--- src/rtl/logic_reduce_unit.sv ---
// Bitwise AND/OR/XOR/NAND reduction over a valid/ready burst of words.
// Ports: clk, rst (sync, active-high), in_valid/in_ready/in_data/in_last/in_op
// (00 AND, 01 OR, 10 XOR, 11 NAND), out_valid/out_ready/out_data and, with
// LOGIC_REDUCE_COUNT_EN defined, out_count (saturating beat count per burst).
module logic_reduce_unit #(
  parameter int WIDTH = 8,
  parameter int CNT_W = 8
) (
  input  logic             clk,
  input  logic             rst,
  input  logic             in_valid,
  output logic             in_ready,
  input  logic [WIDTH-1:0] in_data,
  input  logic             in_last,
  input  logic [1:0]       in_op,
  output logic             out_valid,
  input  logic             out_ready,
`ifdef LOGIC_REDUCE_COUNT_EN
  output logic [CNT_W-1:0] out_count,
`endif
  output logic [WIDTH-1:0] out_data
);

  typedef enum logic [1:0] {
    IDLE  = 2'd0,
    ACCUM = 2'd1,
    HOLD  = 2'd2
  } state_t;

  localparam logic [1:0] OP_OR   = 2'b01;
  localparam logic [1:0] OP_XOR  = 2'b10;
  localparam logic [1:0] OP_NAND = 2'b11;

  state_t           state_q, state_d;
  logic [1:0]       op_q, op_d;
  logic [WIDTH-1:0] acc_q, acc_d;
  logic             accept;
  logic             hold;

`ifdef LOGIC_REDUCE_COUNT_EN
  logic [CNT_W-1:0] cnt_q, cnt_d;
`endif

  assign in_ready = !rst && (state_q != HOLD);
  assign accept   = in_valid && in_ready;
  assign hold     = !rst && (state_q == HOLD);

  always_comb begin
    state_d = state_q;
    op_d    = op_q;
    acc_d   = acc_q;
`ifdef LOGIC_REDUCE_COUNT_EN
    cnt_d   = cnt_q;
`endif
    case (state_q)
      IDLE: begin
        if (accept) begin
          op_d    = in_op;
          acc_d   = in_data;
`ifdef LOGIC_REDUCE_COUNT_EN
          cnt_d   = CNT_W'(1);
`endif
          state_d = in_last ? HOLD : ACCUM;
        end
      end
      ACCUM: begin
        if (accept) begin
          // NAND accumulates as AND; the invert happens once at the output.
          case (op_q)
            OP_OR:   acc_d = acc_q | in_data;
            OP_XOR:  acc_d = acc_q ^ in_data;
            default: acc_d = acc_q & in_data;
          endcase
`ifdef LOGIC_REDUCE_COUNT_EN
          if (cnt_q != {CNT_W{1'b1}}) begin
            cnt_d = cnt_q + CNT_W'(1);
          end
`endif
          if (in_last) begin
            state_d = HOLD;
          end
        end
      end
      HOLD: begin
        if (out_ready) begin
          state_d = IDLE;
        end
      end
      default: state_d = IDLE;
    endcase
  end

  always_ff @(posedge clk) begin
    if (rst) begin
      state_q <= IDLE;
      op_q    <= 2'b00;
      acc_q   <= '0;
`ifdef LOGIC_REDUCE_COUNT_EN
      cnt_q   <= '0;
`endif
    end else begin
      state_q <= state_d;
      op_q    <= op_d;
      acc_q   <= acc_d;
`ifdef LOGIC_REDUCE_COUNT_EN
      cnt_q   <= cnt_d;
`endif
    end
  end

  always_comb begin
    out_valid = hold;
    out_data  = '0;
    if (hold) begin
      out_data = (op_q == OP_NAND) ? ~acc_q : acc_q;
    end
  end

`ifdef LOGIC_REDUCE_COUNT_EN
  assign out_count = hold ? cnt_q : '0;
`endif

endmodule

--- config.mk ---
export PLATFORM = sky130hd
export DESIGN_NAME = logic_reduce_unit
export DESIGN_NICKNAME = d
export VERILOG_FILES = /design/src/rtl/logic_reduce_unit.sv
export SDC_FILE = /design/constraint.sdc
export NUM_CORES = 1
export LEC_CHECK = 0
export CORE_AREA = 2 2 62 53
export CTS_CLUSTER_DIAMETER = 60
export DETAILED_ROUTE_END_ITERATION = 8
export DIE_AREA = 0 0 64 55
export GPL_TIMING_DRIVEN = 1
export PLACE_DENSITY = 0.77
export SYNTH_ARGS = -nofsm -noshare
export SYNTH_HDL_FRONTEND = slang
export SYNTH_SLANG_ARGS = --single-unit
--- constraint.sdc ---
create_clock -name clk -period 2.49 [get_ports clk]
set_input_delay 0.498 -clock clk [delete_from_list [all_inputs] [get_ports clk]]
set_output_delay 0.498 -clock clk [all_outputs]
set_load 0.01 [all_outputs]
==> impl_metrics.py <==
metrics = {
    "global_route": {
        "grt_pass1_vias": 1024,
        "gr-total-overflow": 0,
        "grt_max_degree": 16,
        "track_usage_pct": 16.93,
        "antenna_found_initial": 0,
        "grt_pass1_wl_mm": 4.498,
    },
    "route": {
        "detail-route-antenna-nets": 0,
        "vias": 1063,
        "routed_wirelength_mm": 2.815,
        "wire_per_inst_um": 13.73,
        "drtIter0Drc": 66,
        "routed_via_density": 5.185,
        "drc": 0,
        "drt-pass1-iter-count": 4,
    },
    "place": {
        "dpl.hpwl_mm": 2.013,
        "placed_area_mm2": 0.001421,
        "dp_cells": 201,
        "place_congestion": 0.7601,
        "pre_cts_ws_ps": -14.67,
        "portBuffers": 24,
    },
    "logic_synthesis": {
        "yosys.cell_types.count": 23,
        "yosys_warnings": 0,
        "syn-instance-count": 142,
        "syn_area_per_cell_um2": 8.168,
        "synth_area_leaders": "dfxtp_1, ha_1, inv_1, and4bb_1, a221oi_1",
        "ys_ff_latch": 12,
        "syn_nets": 176,
        "synthesis.area_mm2": 0.001160,
        "yosysTopAreaCell": "dfxtp_1",
        "synth_top_area_share_pct": 20.71,
        "ys_seq_area_share_pct": 20.71,
    },
    "cts": {
        "clk_latency_ps": 290,
        "cts_setup_buffers": 0,
        "htree_levels": 1,
        "cts_tree": "yes",
        "clk_pin_slew_ps": 70,
        "root_buffer": "clkbuf_4",
        "cts.sinks": 12,
        "cts_made_buffers": 3,
        "ctsLongestPathBuffers": 2,
    },
    "sta": {
        "worst_slew_pin_slew_ps": 395.9,
        "fin_tns_setup_ps": 0,
        "rsz0062_at_grt": "no",
        "maxSlewHeadroom_pct": 73.61,
        "period_needed_ps": 2334,
        "fin_crit_sh_pct": 93.72,
        "setup_violations": 0,
        "clock-skew-final_ps": 12.98,
        "hold_viol": 0,
        "setup_ws_ps": 156.4,
        "slew_viol_final": 0,
        "fmax_mhz": 428.5,
    },
    "die": {
        "fp.dieH_um": 55,
        "dieWidth_um": 64,
        "die_area_mm2": 0.003520,
        "initial_core_util_pct": 39.92,
        "ioPinCount": 25,
        "core_mm2": 0.002905,
        "num_rows": 18,
    },
    "setup_path": {
        "cp_cell_sequence": "clkdlybuf4s50_1, buf_4, a21oi_1, clkdlybuf4s50_1",
        "startpoint": "rst",
        "slowest_delay_ps": 560,
        "arrival_ps": 1840,
        "required_ps": 1990,
        "crit_type": "input port to primary output",
        "cp_top_family": "buffers and inverters",
        "crit_path_start_kind": "input port",
        "critical_path_buf_inv_count": 3,
        "reg2regPathDepth": 5,
        "critPathSlowestCell": "clkdlybuf4s50_1",
        "crit_top_cell": "clkdlybuf4s50_1",
        "worst-path-stages": 4,
        "rr_startpoint": "op_q[0]$_SDFFE_PP0P_",
        "cp-endpoint": "in_ready",
        "cp_max_fo": 14,
        "endpoint_kind": "primary output",
        "r2r_slack_ps": 930,
        "reg2reg_to": "acc_q[5]$_SDFFE_PP0P_",
    },
    "power_and_ir_drop": {
        "cellLeakagePower_nw": 0.6299,
        "p_per_area_mw_per_mm2": 379.2,
        "internal_power_mw": 0.3792,
        "share_seq_of_total_power_pct": 39.7,
        "switchingPower_mw": 0.1779,
        "ir_drop_mv": 0.2395,
        "combPwrFrac_pct": 30.4,
        "clockPowerShare_pct": 29.9,
        "switching_share_pct": 31.93,
        "fin_total_pwr_mw": 0.5571,
    },
    "finish": {
        "layout.cells.non_filler": 205,
        "final_layout_size_suffix_gt1_share_pct": 9.091,
        "multi_input_area_um2": 763.2,
        "syn_to_final_growth_pct": 26.65,
        "seq_area_um2": 240.2,
        "num_antenna_cells": 0,
        "postLayoutCellArea_mm2": 0.001469,
        "fin_nets": 200,
        "fillCellCount": 280,
        "final_common_cell": "inv_1",
        "final_cell_mix": "inv_1, clkdlybuf4s50_1, ha_1, a21oi_1, dfxtp_1",
    },
    "worst_hold_path": {
        "whs_path_depth": 2,
        "hold_class": "flop to flop",
    },
    "run_status": {
        "status": "finished, final reports clean",
    },
    "job": {
        "maxCapViolCount": 0,
    },
}
## worst min-delay path: cells and delay by family, from the launching register on
kind | cells | cell delay [ps]
AOI/OAI and AO/OA | 2 | 140
DFF | 1 | 340
## power by group through the flow
stage | clock, mW | sequential [mW] | combinational (mW)
after CTS | 0.168 | 0.221 | 0.169
after global placement | 0 | 0.223 | 0.159
final | 0.167 | 0.221 | 0.169
after floorplan | 0 | 0.223 | 0.109
after global routing | 0.176 | 0.223 | 0.188
after detailed placement | 0 | 0.225 | 0.166
## area by class of cell
| class | count | area share [%] |
|---|---|---|
| clock buffers | 4 | 2.470 |
| inverters | 29 | 7.411 |
| multi-input cells | 92 | 51.96 |
| flip-flops and latches | 12 | 16.35 |
| well taps | 40 | 3.407 |
| repair buffers | 28 | 18.40 |
## worst min-delay path by stage
stage	endpoint	start	slack (ps)
6_report	op_q[1]$_SDFFE_PP0P_	op_q[1]$_SDFFE_PP0P_	520
5_1_grt	op_q[1]$_SDFFE_PP0P_	op_q[1]$_SDFFE_PP0P_	570
4_1_cts	op_q[1]$_SDFFE_PP0P_	op_q[1]$_SDFFE_PP0P_	520
3_5_place_dp	op_q[1]$_SDFFE_PP0P_	op_q[1]$_SDFFE_PP0P_	510
3_3_place_gp	op_q[1]$_SDFFE_PP0P_	op_q[1]$_SDFFE_PP0P_	500
2_1_floorplan	op_q[1]$_SDFFE_PP0P_	op_q[1]$_SDFFE_PP0P_	490
## sequential cells by signal, summed over array words and instances (netlist names)
register  cells
acc_q         8
op_q          2
state_q       2
## layer usage
| layer | global-route usage, % | vias to the layer above | routed length, um | share of wire (%) |
|---|---|---|---|---|
| met2 | 33.16 | 43 | 1362 | 48 |
| li1 | - | 528 | - | - |
| met5 | 0 | - | 0 | 0 |
| met4 | 6.884 | 0 | 28 | 0.99 |
| met3 | 5.263 | 6 | 237 | 8.4 |
| met1 | 17.26 | 486 | 1186 | 42 |
## Yosys cell counts (all sizes together)
master	n
a2111oi	1
a21oi	12
a221oi	8
and4bb	9
buf	6
clkbuf	3
dfxtp	12
ha	19
inv	29
nand2	3
nand2b	1
nand3b	2
nor2	10
nor3b	1
o21ai	10
o22ai	8
xnor2	8
## metrics by stage
step                util, %  hold WS [ps]
global placement      48.92         500.2
detailed placement    48.92         507.8
floorplan                 -         486.7
global route          50.56         569.9
CTS                   50.47         518.2
finish                50.56         520.1
## kinds of logic after synthesis
family                     share of synthesized area (%)
AOI/OAI and AO/OA                                  21.14
buffers and inverters                              14.45
and+or+nand+nor                                    17.15
adders and majority gates                          20.50
DFF                                                20.71
xor gates and xnor gates                           6.041
## repair_timing
item | in CTS | in global routing
gates resized for setup | 1 | 1
hold buffers | 0 | 0
setup endpoints to repair | 8 | 8
No activity file was read; power rests on OpenSTA's default activity.
